===== src/rtl/csr_access_unit.sv =====
// CSR-file initiator: read-modify-write sequencing for Zicsr instructions and
// the machine-trap entry sequence (mepc, mcause, redirect to mtvec).
module csr_access_unit #(
  parameter int unsigned XLEN   = 32,
  parameter int unsigned ADDR_W = 12,
  parameter logic [ADDR_W-1:0] ADDR_MEPC   = 12'h341,
  parameter logic [ADDR_W-1:0] ADDR_MCAUSE = 12'h342
) (
  input  logic              clk,
  input  logic              rst_n,
  input  logic              req_valid,
  output logic              req_ready,
  input  logic [2:0]        req_funct3,
  input  logic [ADDR_W-1:0] req_csr,
  input  logic [4:0]        req_rs1_idx,
  input  logic [XLEN-1:0]   req_rs1_val,
  input  logic [4:0]        req_rd_idx,
  output logic              resp_valid,
  output logic              resp_rd_wen,
  output logic [4:0]        resp_rd_idx,
  output logic [XLEN-1:0]   resp_rd_data,
  output logic              resp_illegal,
  input  logic              trap_valid,
  input  logic [XLEN-1:0]   trap_pc,
  input  logic [XLEN-1:0]   trap_cause,
  output logic              redirect_valid,
  output logic [XLEN-1:0]   redirect_pc,
  output logic              csr_w_enable,
  output logic [ADDR_W-1:0] csr_addr,
  output logic [XLEN-1:0]   csr_wdata,
  input  logic [XLEN-1:0]   csr_rdata,
  input  logic [XLEN-1:0]   mtvec
);

  typedef enum logic [2:0] {
    S_IDLE, S_READ, S_WRITE, S_RESP, S_TRAP_EPC, S_TRAP_CAUSE, S_TRAP_REDIR
  } state_t;

  state_t state_q, state_d;

  logic [2:0]        funct3_q;
  logic [ADDR_W-1:0] csr_q;
  logic [4:0]        idx_q;
  logic [XLEN-1:0]   val_q;
  logic [4:0]        rd_q;
  logic [XLEN-1:0]   old_q, new_q, pc_q, cause_q;
  logic              illegal_q, rd_wen_q;
  logic [4:0]        resp_rd_idx_q;
  logic [XLEN-1:0]   resp_rd_data_q;

  logic [XLEN-1:0]   src, new_val;
  logic              do_write, illegal, w_enable;

  // Operand decode from the latched instruction; funct3[1:0] selects the op.
  always_comb begin
    src      = funct3_q[2] ? XLEN'(idx_q) : val_q;
    do_write = (funct3_q[1:0] == 2'b01) || (idx_q != 5'd0);
    illegal  = (funct3_q[1:0] == 2'b00) || (do_write && (csr_q[11:10] == 2'b11));
    case (funct3_q[1:0])
      2'b10:   new_val = csr_rdata | src;
      2'b11:   new_val = csr_rdata & ~src;
      default: new_val = src;
    endcase
  end

  always_ff @(posedge clk) begin
    if (!rst_n) state_q <= S_IDLE;
    else        state_q <= state_d;
  end

  always_comb begin
    state_d        = state_q;
    req_ready      = 1'b0;
    resp_valid     = 1'b0;
    resp_rd_wen    = 1'b0;
    resp_illegal   = 1'b0;
    redirect_valid = 1'b0;
    redirect_pc    = '0;
    csr_addr       = '0;
    csr_wdata      = '0;
    w_enable       = 1'b0;
    case (state_q)
      S_IDLE: begin
        req_ready = !trap_valid && rst_n;
        if (trap_valid)     state_d = S_TRAP_EPC;
        else if (req_valid) state_d = S_READ;
      end
      S_READ: begin
        csr_addr = csr_q;
        state_d  = (do_write && !illegal) ? S_WRITE : S_RESP;
      end
      S_WRITE: begin
        csr_addr  = csr_q;
        csr_wdata = new_q;
        w_enable  = 1'b1;
        state_d   = S_RESP;
      end
      S_RESP: begin
        resp_valid   = 1'b1;
        resp_rd_wen  = rd_wen_q;
        resp_illegal = illegal_q;
        state_d      = S_IDLE;
      end
      S_TRAP_EPC: begin
        csr_addr  = ADDR_MEPC;
        csr_wdata = pc_q;
        w_enable  = 1'b1;
        state_d   = S_TRAP_CAUSE;
      end
      S_TRAP_CAUSE: begin
        csr_addr  = ADDR_MCAUSE;
        csr_wdata = cause_q;
        w_enable  = 1'b1;
        state_d   = S_TRAP_REDIR;
      end
      S_TRAP_REDIR: begin
        redirect_valid = 1'b1;
        redirect_pc    = mtvec & ~XLEN'(3);
        state_d        = S_IDLE;
      end
      default: state_d = S_IDLE;
    endcase
    csr_w_enable = w_enable && rst_n;
  end

  // Request/trap capture and response holding registers.
  always_ff @(posedge clk) begin
    if (!rst_n) begin
      funct3_q       <= '0;
      csr_q          <= '0;
      idx_q          <= '0;
      val_q          <= '0;
      rd_q           <= '0;
      old_q          <= '0;
      new_q          <= '0;
      pc_q           <= '0;
      cause_q        <= '0;
      illegal_q      <= 1'b0;
      rd_wen_q       <= 1'b0;
      resp_rd_idx_q  <= '0;
      resp_rd_data_q <= '0;
    end else begin
      if (state_q == S_IDLE) begin
        if (trap_valid) begin
          pc_q    <= trap_pc;
          cause_q <= trap_cause;
        end else if (req_valid) begin
          funct3_q <= req_funct3;
          csr_q    <= req_csr;
          idx_q    <= req_rs1_idx;
          val_q    <= req_rs1_val;
          rd_q     <= req_rd_idx;
        end
      end
      if (state_q == S_READ) begin
        old_q     <= csr_rdata;
        new_q     <= new_val;
        illegal_q <= illegal;
        rd_wen_q  <= !illegal && (rd_q != 5'd0);
      end
      // Response data only changes on entry to RESP so it holds between responses.
      if (state_d == S_RESP && state_q != S_RESP) begin
        resp_rd_idx_q  <= rd_q;
        resp_rd_data_q <= (state_q == S_READ) ? csr_rdata : old_q;
      end
    end
  end

  assign resp_rd_idx  = resp_rd_idx_q;
  assign resp_rd_data = resp_rd_data_q;

endmodule


===== config.mk =====
export PLATFORM = sky130hd
export DESIGN_NAME = csr_access_unit
export DESIGN_NICKNAME = d
export VERILOG_FILES = /design/src/rtl/csr_access_unit.sv
export SDC_FILE = /design/constraint.sdc
export NUM_CORES = 1
export LEC_CHECK = 0
export BUFFER_PORTS_ARGS = -buffer_cell sky130_fd_sc_hd__buf_2
export CAP_MARGIN = 15
export CORE_MARGIN = 5
export CORE_UTILIZATION = 35
export DETAILED_ROUTE_END_ITERATION = 7
export GPL_TIMING_DRIVEN = 0
export PLACE_DENSITY = 0.68
export SLEW_MARGIN = 20
export SYNTH_ARGS = -nofsm -noshare
export SYNTH_HDL_FRONTEND = slang
export SYNTH_SLANG_ARGS = --single-unit

===== constraint.sdc =====
create_clock -name clk -period 3 [get_ports clk]
set_input_delay 0.9 -clock clk [delete_from_list [all_inputs] [get_ports clk]]
set_output_delay 0.9 -clock clk [all_outputs]
set_load 0.005 [all_outputs]

==> flow_summary.json <==
{
  "hold_buffers": 0,
  "place_ws_ns": -0.509,
  "syn_inst": 1213,
  "drtIter0Drc": 464,
  "synth.avg_cell_area_um2": 8.40,
  "die_area_um2": 32600,
  "p_leak_uw": 0.00553,
  "finalPower_uw": 10200,
  "grt-ovfl-total": 0,
  "syn2layout_area_growth_pct": 28.7,
  "p_per_area_nw_per_um2": 776,
  "worst_slew_pin_slew_ns": 0.659,
  "boundaryPins": 308,
  "synth-async-reset-ratio_pct": 0,
  "dp.cells": 1900,
  "seq_power_share_pct": 38.0,
  "skew_ns": 0.00930,
  "grt.total_usage_pct": 19.3,
  "port_buffers": 302,
  "gp_congestion": 0.837,
  "maxCapViolations": 0,
  "maxSlewHeadroom_pct": 56.1,
  "nets": 1732,
  "yosysTopAreaCellShare_pct": 44.6,
  "cts_buffers": 26,
  "ys_dominant_reg_cell": "dfxtp_1",
  "clock-root-buffer": "clkbuf_16",
  "worst-setup-path-type": "register to primary output",
  "avgRoutedWirePerCell_um": 17.0,
  "final-hold-violation-count": 0,
  "ant_nets": 0,
  "clock_path_buffers": 3,
  "drive_gt1_share_pct": 26.8,
  "design.core.area_um2": 28700,
  "drc": 0,
  "syn_area_um2": 10200,
  "clk_latency_ns": 0.52,
  "cts_sinks": 227,
  "timing.hold.ws_ns": 0.462,
  "ir_worst_vdd_mv": 0.405,
  "end_kind": "primary output",
  "grt_pass1_vias": 9170,
  "vias": 9183,
  "regArea_um2": 4540,
  "synth_most_common_cell": "nand2_1",
  "share_comb_of_total_power_pct": 30.2,
  "utilization_pct": 45.7,
  "dpl.hpwl_mm": 26.0,
  "viasPerCell": 4.71,
  "first_pass_iters": 5,
  "yosys-top-cells-count": "nand2_1, dfxtp_1, a21boi_0",
  "htreeDepth": 1,
  "finalCriticalPeriod_ns": 2.91,
  "p_int_uw": 6780,
  "cp-start-kind": "register",
  "wl_mm": 33.2,
  "switching_power_uw": 3400,
  "antenna_found_initial": 9,
  "cp.required_ns": 2.10,
  "die_x_um": 181,
  "stdcell_count": 1948,
  "max_freq_mhz": 344,
  "rrSetupSlack_ns": 0.55,
  "rows": 62,
  "grt_pass1_wl_mm": 50.7,
  "clk_pin_slew_ns": 0.06,
  "setup_viol": 0,
  "synth_warnings": 0,
  "multi_input_area_um2": 5210,
  "grt_max_degree": 20,
  "fillCellCount": 2909,
  "outcome": "finished, final reports clean",
  "synth_edf_count": 0,
  "maxSlewViolCount": 0,
  "worst_slack_ns": 0.0942,
  "synth_cell_type_count": 39,
  "die_h_um": 181,
  "seq_area_frac_synth_pct": 44.6,
  "ys_ff_latch": 227,
  "worstPathArrival_ns": 2.01,
  "fin_crit_sh_pct": 96.9,
  "yosys.area.top_type": "dfxtp_1",
  "p_sw_share_pct": 33.4,
  "cts_tree": "done",
  "power_frac_clock_pct": 31.8,
  "holdCritPathClass": "register to register",
  "worst-path-max-fanout": 10,
  "ys_top_cells_by_area": "dfxtp_1, nand2_1, a21boi_0, and2_1, mux2i_1",
  "start_util_pct": 35.5
}
power groups by stage:
stage	Clock, uW	Combinational [uW]	Sequential, uW
6_report	3240	3070	3870
5_1_grt	3430	3420	3930
4_1_cts	3300	3070	3870
3_5_place_dp	0	3040	3930
3_3_place_gp	0	3000	3910
2_1_floorplan	0	2010	3860
critical path, stage by stage (launching register included):
cell      delay, ns
dfxtp_1        0.31
buf_4          0.16
nand2b_1       0.13
buf_2          0.18
clkbuf_2       0.24
o21ai_1        0.29
buf_2          0.17
registers in the layout (all words and copies together), names as in the netlist:
| register | count |
|---|---|
| cause_q | 32 |
| csr_q | 12 |
| resp_rd_idx | 5 |
| idx_q | 5 |
| val_q | 32 |
| rd_wen_q | 1 |
| funct3_q | 3 |
| resp_rd_data | 32 |
| new_q | 32 |
| old_q | 32 |
| state_q | 3 |
| illegal_q | 1 |
| pc_q | 32 |
| rd_q | 5 |
stage by stage:
| step | setup TNS, ns | instance area [um2] |
|---|---|---|
| floorplan | 0 | 10200 |
| global placement | -0.876 | 12200 |
| detailed placement | -0.990 | 12200 |
| CTS | -0.0660 | 13100 |
| global route | -0.000955 | 13100 |
| finish | 0 | 13100 |
worst paths after layout:
kind                            to  cells past startpoint  startpoint
setup reg to reg  resp_rd_data[30]                      8  state_q[2]
hold reg to reg           csr_q[6]                      2    csr_q[6]
setup / recovery     csr_wdata[11]                      6  state_q[1]
hold / removal            csr_q[6]                      2    csr_q[6]
cell families (layout without fill, tap and decap cells):
logic type             after synthesis  in the layout  synth area share, %
other                                1              5               0.0368
buffers and inverters              101            448                 4.41
AOI/OAI and AO/OA                  232            232                 16.8
and+or+nand+nor                    578            578                 25.6
DFF                                227            227                 44.6
muxes                               74             74                 8.59
placed cells by master, fill, tap and decap left out, drive strengths merged, types with 2 or more instances in the layout:
master,Yosys,final
a21boi,158,158
a21oi,2,2
a311oi,29,29
and2,76,76
and3,3,3
buf,25,327
bufinv,0,3
clkbuf,75,110
clkinv,0,6
conb,1,2
dfxtp,227,227
diode,0,3
mux2,32,32
mux2i,42,42
nand2,362,362
nand2b,30,30
nand3,2,2
nor2,65,65
nor2b,2,2
nor3,3,3
nor3b,31,31
o21ai,37,37
cell type report:
| cell class | instances | share of cell area [%] |
|---|---|---|
| buffer | 98 | 3.61 |
| antenna | 3 | 0.0573 |
| inverter | 1 | 0.0286 |
| clock buffer | 36 | 5.64 |
| tap | 384 | 3.66 |
| timing repair buffer | 303 | 11.6 |
| clock inverter | 10 | 1.00 |
| multi-input combinational | 886 | 39.8 |
| sequential | 227 | 34.7 |
per-layer routing:
layer | part of all wire, % | up-vias | wire (um) | global-route usage (%)
met1 | 44 | 4161 | 14700 | 24.9
met2 | 45 | 263 | 14900 | 31.2
met4 | 3.8 | 12 | 1260 | 7.08
met3 | 6.7 | 81 | 2230 | 5.05
met5 | 0.19 | - | 64 | 0
li1 | - | 4666 | - | -
repair_timing:
action                                  in CTS  in global routing
pin swaps                                    0                  0
endpoints found under the setup margin      36                 35
buffers inserted                             0                  1
resized for setup                           16                 18
(Power assumes the default switching activity.)
